===== config.mk =====
export PLATFORM = sky130hd
export DESIGN_NAME = mem_port_arbiter_flat
export DESIGN_NICKNAME = d
export VERILOG_FILES = /design/src/rtl/mem_port_arbiter_if.sv /design/src/rtl/mem_port_arbiter.sv /design/src/flat_wrapper.sv
export SDC_FILE = /design/constraint.sdc
export NUM_CORES = 1
export LEC_CHECK = 0
export BUFFER_PORTS_ARGS = -buffer_cell sky130_fd_sc_hd__buf_2
export CAP_MARGIN = 40
export CORE_ASPECT_RATIO = 0.7
export CORE_MARGIN = 3
export CORE_UTILIZATION = 39
export CTS_CLUSTER_DIAMETER = 40
export DETAILED_ROUTE_END_ITERATION = 10
export GPL_TIMING_DRIVEN = 0
export PLACE_DENSITY = 0.87
export SKIP_CTS_REPAIR_TIMING = 1
export SYNTH_ARGS = -nofsm -noshare
export SYNTH_HDL_FRONTEND = slang
export SYNTH_SLANG_ARGS = --single-unit
export TNS_END_PERCENT = 1

===== constraint.sdc =====
create_clock -name clk -period 2 [get_ports clk]
set_input_delay 0.2 -clock clk [delete_from_list [all_inputs] [get_ports clk]]
set_output_delay 0.2 -clock clk [all_outputs]
set_load 0.005 [all_outputs]

===== src/rtl/mem_port_arbiter_if.sv =====
`default_nettype none
// ============================================================================
// Module   : mem_port_arbiter_if
// Purpose  : Bundles the fetch port, the data port and the memory handshake
//            shared by mem_port_arbiter and its environment.
// Modports : master - arbiter view (drives done/rdata/stall and the m_* bus)
//            slave  - environment view (requesters plus memory model)
// Signals  : i_req/i_addr/i_rdata/i_done        instruction fetch port
//            d_req/d_we/d_addr/d_wdata/d_rdata/d_done  data access port
//            stall                              pipeline hold
//            m_req/m_we/m_addr/m_wdata/m_rdata/m_done  unified memory port
// Revision : 1.0 - initial release
// ============================================================================
interface mem_port_arbiter_if #(
  parameter int ADDR_W = 30,
  parameter int DATA_W = 32
);
  logic              i_req;
  logic [ADDR_W-1:0] i_addr;
  logic [DATA_W-1:0] i_rdata;
  logic              i_done;
  logic              d_req;
  logic              d_we;
  logic [ADDR_W-1:0] d_addr;
  logic [DATA_W-1:0] d_wdata;
  logic [DATA_W-1:0] d_rdata;
  logic              d_done;
  logic              stall;
  logic              m_req;
  logic              m_we;
  logic [ADDR_W-1:0] m_addr;
  logic [DATA_W-1:0] m_wdata;
  logic [DATA_W-1:0] m_rdata;
  logic              m_done;

  modport master (
    input  i_req, i_addr, d_req, d_we, d_addr, d_wdata, m_rdata, m_done,
    output i_rdata, i_done, d_rdata, d_done, stall, m_req, m_we, m_addr, m_wdata
  );

  modport slave (
    output i_req, i_addr, d_req, d_we, d_addr, d_wdata, m_rdata, m_done,
    input  i_rdata, i_done, d_rdata, d_done, stall, m_req, m_we, m_addr, m_wdata
  );
endinterface
`default_nettype wire


===== src/rtl/mem_port_arbiter.sv =====
`default_nettype none
// ============================================================================
// Module   : mem_port_arbiter
// Purpose  : Shares one single-ported unified memory between the fetch (I)
//            and data (D) stages. D wins simultaneous requests because it
//            belongs to the older instruction. Raises stall while a
//            requester is waiting.
// Ports    : clk   - system clock, rising edge
//            reset - asynchronous, active-high
//            bus   - mem_port_arbiter_if.master (I port, D port, memory port)
// Options  : MEM_ARB_STARVE_GUARD_EN - when defined, after STARVE_LIMIT
//            consecutive D grants made while I waits, I is granted next.
// Revision : 1.0 - initial release
// ============================================================================
module mem_port_arbiter #(
  parameter int ADDR_W       = 30,
  parameter int DATA_W       = 32,
  parameter int STARVE_LIMIT = 4
) (
  input  wire logic           clk,
  input  wire logic           reset,
  mem_port_arbiter_if.master  bus
);

  typedef enum logic [1:0] {
    IDLE  = 2'd0,
    GNT_I = 2'd1,
    GNT_D = 2'd2
  } state_t;

  state_t            state;
  state_t            next_state;
  logic              take_i;
  logic              take_d;
  logic              starve;
  logic              i_done_c;
  logic              d_done_c;

  logic              m_req_q;
  logic              m_we_q;
  logic [ADDR_W-1:0] m_addr_q;
  logic [DATA_W-1:0] m_wdata_q;

`ifdef MEM_ARB_STARVE_GUARD_EN
  localparam int CNT_W = (STARVE_LIMIT < 1) ? 1 : $clog2(STARVE_LIMIT + 1);

  logic [CNT_W-1:0] starve_cnt;

  // Only meaningful while I is actually waiting.
  assign starve = bus.i_req && (starve_cnt == CNT_W'(STARVE_LIMIT));

  always_ff @(posedge clk or posedge reset) begin
    if (reset) begin
      starve_cnt <= '0;
    end else if (state == IDLE) begin
      if (take_i)
        starve_cnt <= '0;
      else if (take_d && bus.i_req)
        starve_cnt <= starve_cnt + 1'b1;
      else if (!bus.i_req)
        starve_cnt <= '0;
    end
  end
`else
  logic unused_starve_cfg;
  assign unused_starve_cfg = (STARVE_LIMIT > 0);
  assign starve = 1'b0;
`endif

  // State register
  always_ff @(posedge clk or posedge reset) begin
    if (reset)
      state <= IDLE;
    else
      state <= next_state;
  end

  // Next state, grant decisions and completion strobes
  always_comb begin
    next_state = state;
    take_d     = 1'b0;
    take_i     = 1'b0;
    i_done_c   = 1'b0;
    d_done_c   = 1'b0;
    case (state)
      IDLE: begin
        // m_done arriving here belongs to no grant and is ignored.
        take_d = bus.d_req && !starve;
        take_i = bus.i_req && !take_d;
        if (take_d)
          next_state = GNT_D;
        else if (take_i)
          next_state = GNT_I;
      end
      GNT_I: begin
        i_done_c = bus.m_done;
        if (bus.m_done)
          next_state = IDLE;
      end
      GNT_D: begin
        d_done_c = bus.m_done;
        if (bus.m_done)
          next_state = IDLE;
      end
      default: next_state = IDLE;
    endcase
  end

  // Memory request registers: loaded on a grant, held until m_done.
  always_ff @(posedge clk or posedge reset) begin
    if (reset) begin
      m_req_q   <= 1'b0;
      m_we_q    <= 1'b0;
      m_addr_q  <= '0;
      m_wdata_q <= '0;
    end else if (take_d) begin
      m_req_q   <= 1'b1;
      m_we_q    <= bus.d_we;
      m_addr_q  <= bus.d_addr;
      m_wdata_q <= bus.d_wdata;
    end else if (take_i) begin
      m_req_q   <= 1'b1;
      m_we_q    <= 1'b0;
      m_addr_q  <= bus.i_addr;
    end else if (i_done_c || d_done_c) begin
      m_req_q   <= 1'b0;
    end
  end

  assign bus.m_req   = m_req_q;
  assign bus.m_we    = m_we_q;
  assign bus.m_addr  = m_addr_q;
  assign bus.m_wdata = m_wdata_q;

  // Read data is passed straight through; qualified by the done strobes.
  assign bus.i_rdata = bus.m_rdata;
  assign bus.d_rdata = bus.m_rdata;
  assign bus.i_done  = i_done_c;
  assign bus.d_done  = d_done_c;
  assign bus.stall   = (bus.i_req && !i_done_c) || (bus.d_req && !d_done_c);

endmodule
`default_nettype wire


===== src/flat_wrapper.sv =====
// flat-port wrapper written by rule: the top's interface ports become plain ports
module mem_port_arbiter_flat 
#(
  parameter int ADDR_W       = 30,
  parameter int DATA_W       = 32,
  parameter int STARVE_LIMIT = 4
)
  (clk, reset, bus_i_req, bus_i_addr, bus_d_req, bus_d_we, bus_d_addr, bus_d_wdata, bus_m_rdata, bus_m_done, bus_i_rdata, bus_i_done, bus_d_rdata, bus_d_done, bus_stall, bus_m_req, bus_m_we, bus_m_addr, bus_m_wdata);
  mem_port_arbiter_if #(.ADDR_W(ADDR_W), .DATA_W(DATA_W)) bus_i ();
  input  wire logic clk;
  input  wire logic reset;
  input wire logic [$bits(bus_i.i_req)-1:0] bus_i_req;
  input wire logic [$bits(bus_i.i_addr)-1:0] bus_i_addr;
  input wire logic [$bits(bus_i.d_req)-1:0] bus_d_req;
  input wire logic [$bits(bus_i.d_we)-1:0] bus_d_we;
  input wire logic [$bits(bus_i.d_addr)-1:0] bus_d_addr;
  input wire logic [$bits(bus_i.d_wdata)-1:0] bus_d_wdata;
  input wire logic [$bits(bus_i.m_rdata)-1:0] bus_m_rdata;
  input wire logic [$bits(bus_i.m_done)-1:0] bus_m_done;
  output wire logic [$bits(bus_i.i_rdata)-1:0] bus_i_rdata;
  output wire logic [$bits(bus_i.i_done)-1:0] bus_i_done;
  output wire logic [$bits(bus_i.d_rdata)-1:0] bus_d_rdata;
  output wire logic [$bits(bus_i.d_done)-1:0] bus_d_done;
  output wire logic [$bits(bus_i.stall)-1:0] bus_stall;
  output wire logic [$bits(bus_i.m_req)-1:0] bus_m_req;
  output wire logic [$bits(bus_i.m_we)-1:0] bus_m_we;
  output wire logic [$bits(bus_i.m_addr)-1:0] bus_m_addr;
  output wire logic [$bits(bus_i.m_wdata)-1:0] bus_m_wdata;
  assign bus_i.i_req = bus_i_req;
  assign bus_i.i_addr = bus_i_addr;
  assign bus_i.d_req = bus_d_req;
  assign bus_i.d_we = bus_d_we;
  assign bus_i.d_addr = bus_d_addr;
  assign bus_i.d_wdata = bus_d_wdata;
  assign bus_i.m_rdata = bus_m_rdata;
  assign bus_i.m_done = bus_m_done;
  assign bus_i_rdata = bus_i.i_rdata;
  assign bus_i_done = bus_i.i_done;
  assign bus_d_rdata = bus_i.d_rdata;
  assign bus_d_done = bus_i.d_done;
  assign bus_stall = bus_i.stall;
  assign bus_m_req = bus_i.m_req;
  assign bus_m_we = bus_i.m_we;
  assign bus_m_addr = bus_i.m_addr;
  assign bus_m_wdata = bus_i.m_wdata;
  mem_port_arbiter #(.ADDR_W(ADDR_W), .DATA_W(DATA_W), .STARVE_LIMIT(STARVE_LIMIT)) u_core (.clk(clk), .reset(reset), .bus(bus_i));
endmodule

Yosys cells after proc, flatten, opt, wreduce, memory -nomap -nowiden:

Cells that the tools add are included.

* bits in registers: 66
* output and inout bits: 131

* equal/unequal tests: 4
* mux-type cells: 15
* reduce and logical (&&, ||, !) cells: 13

Operators with widths (number)
* $mux 30: 2
* $mux 1: 9
* $mux 2: 3
* $pmux 2 s2: 1
* $logic_and 1x1->1: 3
* $logic_not 1->1: 3
* $ne 3x2->1 const B: 1
* $reduce_bool 3->1: 1
* $eq 2x1->1 const B: 1
* $eq 2x2->1 const B: 1
* $logic_not 2->1: 1
* $logic_or 1x1->1: 2
* $ne 2x1->1 const B: 1
* $reduce_and 2->1: 1
* $reduce_bool 2->1: 1
* $reduce_or 2->1: 1

Logic depth before layout (Yosys ltp):

Gate-level depths: netlist (run 1).

* word-level depth: 6
* mapped depth: 7
* mapped depth without buffers: 5

Worst setup path after synthesis (run 1):

OpenSTA, ideal clock, no wires.

* kind: reg2reg
* start: register u_core.state[0]
* end: register u_core.m_wdata_q[13], in the netlist u_core.bus.m_wdata[13]
* setup time: 125 ps
* data arrival time: 1317 ps
* data required time: 1875 ps
* slack: 558 ps
* cell stages (with the launch flop): 7
* cells stage by stage: dfrtp_1 > inv_1 > ha_1 > buf_4 > nand2_2 > buf_6 > mux2_2

* cells in the longest elaborated chain, start to end: 2

Ends and longest elaborated chain
* start: declaration: RTL line mem_port_arbiter.sv:31 `state_t state;`
* start signal: assignment: RTL line mem_port_arbiter.sv:75 `state <= next_state;`
* $logic_not 2->1: RTL line mem_port_arbiter.sv:85 `case (state)`
* $mux 1: RTL line mem_port_arbiter.sv:85
* end signal: assignment: RTL line mem_port_arbiter.sv:120 `m_wdata_q <= bus.d_wdata;`
* end: declaration: RTL line mem_port_arbiter.sv:42 `logic [DATA_W-1:0] m_wdata_q;`

Every way passes these cells.
A chain may end at the register's enable or synchronous reset.

Worst setup path after layout (run 1):

* start: register u_core.state[1]
* end: register u_core.m_wdata_q[3], in the netlist u_core.bus.m_wdata[3]

The elaborated chain is that of the path after synthesis.

==> impl_metrics.json, run 1 <==
{
  "status": "finished, final reports clean",
  "avgSynthCellArea_um2": 10.8,
  "drv_cap": 0,
  "cts.path.max_buffers": 2,
  "antenna_found_initial": 0,
  "slowest_stage": "dfrtp_1",
  "fin_skew_ns": 0.00916,
  "synthTopCellsByCount": "dfrtp_1 (66), buf_4 (65), a21oi_1 (32)",
  "synth_area_leader_cell": "dfrtp_1",
  "drc": 0,
  "n_antenna_cell": 0,
  "syn_nets": 428,
  "routed_wl_mm": 9.47,
  "synth-seq-cells": 66,
  "tightest_slew_ns": 0.576,
  "syn_area_um2": 3200,
  "synth.area.top_cells": "dfrtp_1 (52%), buf_4 (15%), mux2_2 (11%), o22ai_1 (6.1%), a21oi_1 (5.0%)",
  "async_flop_share": 1.00,
  "comb_power_share": 0.380,
  "min_path_type": "input port to flop",
  "setup_tns_ns": 0,
  "synth_ff_type": "dfrtp_1",
  "grt_pass1_wl_mm": 14.1,
  "htree_levels": 3,
  "p_per_area_nw_per_um2": 1310,
  "syn_inst": 295,
  "cts_made_buffers": 9,
  "finalHoldViolCount": 0,
  "synth_top_area_share": 0.516,
  "coreArea_um2": 7610,
  "min_period_ns": 1.61,
  "ir_drop_v": 0.000650,
  "p_int_mw": 4.30,
  "routabilityCongestion": 0.876,
  "critical_path_required_ns": 2.19,
  "detail_route.first_pass.iterations": 4,
  "drv_slew": 0,
  "critPathCaptureType": "flop",
  "synth_edf_count": 0,
  "swShare": 0.317,
  "fin_util": 0.630,
  "critical_path_peak_fanout": 10,
  "criticalPathCategory": "flop to flop",
  "yosysMostFrequentCell": "dfrtp_1",
  "yosysSeqAreaShare": 0.516,
  "vias": 2985,
  "io_pins": 261,
  "slew_headroom": 0.615,
  "grt_util_all_layers": 0.190,
  "route.antenna.remaining_nets": 0,
  "clock_latency_ns": 0.31,
  "via_per_inst": 4.68,
  "syn2layout_area_growth_pct": 50.0,
  "dpl.hpwl_mm": 7.65,
  "fin_crit_sh": 0.803,
  "path_cells": "inv_1, ha_1, buf_4, nand2_2, buf_6, mux2_2",
  "ys_warn_count": 0,
  "wl_per_cell_um": 14.8,
  "power_frac_clock": 0.249,
  "synth_cell_type_count": 19,
  "grt_max_degree": 41,
  "clock-root-buffer": "clkbuf_16",
  "drt_iter0_markers": 117,
  "clock.fmax_ghz": 0.622,
  "seq_power_share": 0.370,
  "p_sw_mw": 2.00,
  "rows": 26,
  "crit_arrival_ns": 1.80,
  "drive_above_1_share": 0.656,
  "grt_pass1_vias": 2963,
  "die_w_um": 114,
  "io_buffers": 228,
  "rsz0062_at_grt": "false",
  "grt.overflow.total": 0,
  "nNetsFinal": 669,
  "dieHeight_um": 81.8,
  "die_area_um2": 9340,
  "initial_core_util": 0.420,
  "cts_num_sinks": 66,
  "p_leak_nw": 2.53,
  "cp-start-kind": "flop",
  "setup_viol": 0,
  "max_stage_delay_ns": 0.37,
  "clk_pin_slew_ns": 0.05,
  "tritoncts": "done"
}
-- registers in the layout, summed over array words and instances, names as in the netlist --
| register | count |
|---|---|
| u_core.bus.m_wdata | 32 |
| u_core.bus.m_req | 1 |
| u_core.bus.m_addr | 30 |
| u_core.bus.m_we | 1 |
| u_core.state | 2 |
-- metal layers --
layer,vias up,track usage,routed length (um)
li1,1430,-,-
met1,1413,0.238,3750
met2,136,0.339,4950
met3,6,0.0464,748
met4,0,0.0368,24
met5,-,0,0
-- layout by cell type, fill, tap and decap left out --
cell type      synthesis  final
a21oi_1               32     32
a31o_2                 2      2
buf_12                 0      1
buf_2                  9    237
buf_4                 65     65
buf_6                  3      3
bufinv_16              0      1
clkbuf_1               3      4
clkbuf_16              0      9
clkbuf_8               0      3
clkinv_2               0      1
dfrtp_1               66     66
dlygate4sd3_1          0      1
ha_1                   3      3
inv_1                  7      6
inv_2                  0      1
mux2_1                 2      2
mux2_2                30     30
nand2_1                5      5
nand2_2                1      1
nand2b_1               2      2
nand3_1                1      1
nor2_1                30     30
o21a_1                 1      1
o21ai_0                2      2
o22ai_1               31     31
-- final cells by class --
| type | count | area [um2] |
|---|---|---|
| fill | 606 | 2820 |
| clock inverter | 2 | 35.0 |
| timing repair buffer | 230 | 1170 |
| inverter | 7 | 26.3 |
| tap | 98 | 123 |
| buffer | 80 | 578 |
| multi-input combinational | 142 | 942 |
| clock buffer | 13 | 270 |
| sequential | 66 | 1650 |
-- through the flow --
stage,hold WS [ns],std cells,cell area (um2),power (mW),setup WS (ns)
floorplan,0.332,295,3200,3.59,0.145
global placement,0.420,621,4460,4.63,-0.613
detailed placement,0.296,622,4480,4.76,0.425
CTS,-0.0347,637,4790,6.37,0.392
global route,0.0985,638,4800,6.74,0.217
finish,0.110,638,4800,6.30,0.393
-- power groups by stage --
stage	clock network, mW	registers, mW	logic, mW
floorplan	0	2.39	1.20
global placement	0	2.30	2.33
detailed placement	0	2.34	2.42
CTS	1.62	2.33	2.43
global route	1.68	2.42	2.63
finish	1.57	2.33	2.39
-- kinds of logic after synthesis --
kind of cell    share of synthesized area
mux                                 0.113
buf+inv                             0.189
flops                               0.516
simple gates                       0.0485
compound gates                      0.122
fa+ha+maj                          0.0117
-- worst paths after layout --
check | slack, ns | depth (start not counted) | startpoint | endpoint
setup / recovery | 0.39 | 6 | u_core.state[1] | u_core.bus.m_wdata[3]
hold / removal | 0.11 | 2 | bus_d_wdata[18] | u_core.bus.m_wdata[18]
setup reg to reg | 0.39 | 6 | u_core.state[1] | u_core.bus.m_wdata[3]
hold reg to reg | 0.49 | 1 | u_core.bus.m_wdata[17] | u_core.bus.m_wdata[17]
max in group asynchronous | 0.88 | 4 | reset | u_core.bus.m_addr[8]
min in group asynchronous | 0.50 | 3 | reset | u_core.bus.m_wdata[5]
-- critical path, delay by kind of cell (launching register included) --
kind          cells  cell delay (ns)
buf+inv           3             0.43
fa+ha+maj         1             0.18
flops             1             0.37
simple gates      1             0.14
mux               1             0.35
(Power assumes the default switching activity.)
==> run 2, diff against run 1 <==
CORE_UTILIZATION = 35   (was 39)
PLACE_DENSITY = 0.83   (was 0.87)
clock period = 1.3 ns   (was 2 ns; I/O delays follow)
==> impl_metrics.json, run 2 (synthesized netlist as in run 1, its figures left out) <==
{
  "slowest_stage": "dfrtp_1",
  "cts.path.max_buffers": 2,
  "syn2layout_area_growth_pct": 61.1,
  "seq_area_um2": 1650,
  "grt_pass1_wl_mm": 14.6,
  "critical_path_peak_fanout": 8,
  "setup_viol": 64,
  "initial_core_util": 0.370,
  "pre_cts_slack_ns": -0.319,
  "dpl.hpwl_mm": 7.86,
  "critical_path_required_ns": 1.51,
  "antenna_found_initial": 0,
  "drv_cap": 0,
  "crit_buf_inv": 3,
  "path_cells": "inv_2, ha_4, buf_8, nand2_8, clkbuf_16, mux2_4",
  "clock-root-buffer": "clkbuf_16",
  "max_stage_delay_ns": 0.41,
  "drive_above_1_share": 0.682,
  "rrSetupSlack_ns": -0.18,
  "num-fill-cells": 724,
  "final_cell_mix": "buf_2 (234), buf_4 (69), dfrtp_1 (66)",
  "grt_max_degree": 36,
  "largest_reg_flops": 32,
  "worstReg2RegStart": "u_core.state[0]",
  "vias": 3085,
  "die_area_um2": 10300,
  "clock.fmax_ghz": 0.677,
  "tritoncts": "done",
  "dieHeight_um": 86.0,
  "min_from": "bus_d_wdata[0]",
  "cp-start-kind": "flop",
  "routabilityCongestion": 0.776,
  "wl_per_cell_um": 15.2,
  "slew_headroom": 0.521,
  "die_w_um": 120,
  "multiInputGateArea_um2": 1100,
  "clock_latency_ns": 0.32,
  "p_leak_nw": 2.75,
  "hold_end": "u_core.bus.m_wdata[0]",
  "drv_slew": 0,
  "clk_pin_slew_ns": 0.05,
  "ir_drop_v": 0.00132,
  "path_delay_family": "buffers and inverters",
  "fin_skew_ns": 0.00646,
  "crit_arrival_ns": 1.68,
  "detail_route.first_pass.iterations": 4,
  "drt_iter0_markers": 87,
  "grt.overflow.total": 0,
  "fin_util": 0.595,
  "reg2reg_depth": 6,
  "via_per_inst": 4.63,
  "coreArea_um2": 8650,
  "p_per_area_nw_per_um2": 2100,
  "nNetsFinal": 676,
  "route.antenna.remaining_nets": 0,
  "rows": 28,
  "htree_levels": 3,
  "io_buffers": 228,
  "io_pins": 261,
  "critPathCaptureType": "flop",
  "worstReg2RegEnd": "u_core.bus.m_wdata[11]",
  "drc": 0,
  "hold_depth": 2,
  "violations": "setup timing",
  "tightest_slew_ns": 0.716,
  "fin_ws_ns": -0.177,
  "n_antenna_cell": 0,
  "grt_pass1_vias": 3074,
  "routed_wl_mm": 10.2,
  "mostFrequentLayoutCell": "buf_2",
  "min_period_ns": 1.48,
  "cts_num_sinks": 66,
  "finalHoldViolCount": 0,
  "rsz0062_at_grt": "true",
  "status": "complete, but fails checks",
  "cts_made_buffers": 9,
  "criticalPathCategory": "flop to flop",
  "fin_crit_sh": 1.14,
  "grt_util_all_layers": 0.176,
  "min_path_type": "input port to flop"
}
-- run 2: worst max path at each step --
stage                         start                endpoint  slack (ns)  depth (start not counted)
global placement    u_core.state[1]    u_core.bus.m_addr[7]       -0.23                          7
detailed placement  u_core.state[0]  u_core.bus.m_wdata[27]       -0.32                          6
CTS                 u_core.state[0]   u_core.bus.m_wdata[7]       -0.33                          6
finish              u_core.state[0]  u_core.bus.m_wdata[11]       -0.18                          6
floorplan           u_core.state[0]  u_core.bus.m_wdata[13]       -0.14                          6
global route        u_core.state[0]               bus_stall       -0.25                          6
-- run 2: per-stage QoR --
step	std cells	total power [mW]	cell area [um2]	hold slack [ns]	setup TNS, ns
final	667	10.8	5150	0.0332	-6.88
after global routing	667	11.5	5150	0.0184	-10.84
after CTS	659	10.0	4840	-0.0749	-18.82
after detailed placement	644	7.33	4510	0.283	-17.82
after global placement	643	7.12	4490	0.349	-13.42
after floorplan	295	5.53	3200	0.262	-4.28
-- run 2: final cells by class --
type / count / share of cell area
repair buffers: 237 / 0.248
multi-input cells: 142 / 0.213
plain buffers: 80 / 0.120
inverters: 7 / 0.00583
clock buffers: 11 / 0.0491
clock inverters: 4 / 0.0146
well taps: 120 / 0.0291
flip-flops and latches: 66 / 0.321
-- run 2: worst register-to-register path, stage by stage, from the launching register on --
cell	delay, ns
dfrtp_1	0.41
inv_2	0.10
ha_4	0.14
buf_8	0.13
nand2_8	0.10
clkbuf_16	0.19
mux2_4	0.30
-- run 2: metal layers --
metal	vias up	share of wire	track usage
met5	-	0	0
met4	0	0.013	0.0432
met3	14	0.082	0.0620
met2	140	0.51	0.307
met1	1493	0.39	0.209
li1	1438	-	-
-- run 2: report_power, final --
part	switching, mW	internal, mW
clock network	0.843	1.77
registers	0.556	3.07
logic	1.97	2.61
total	3.37	7.45
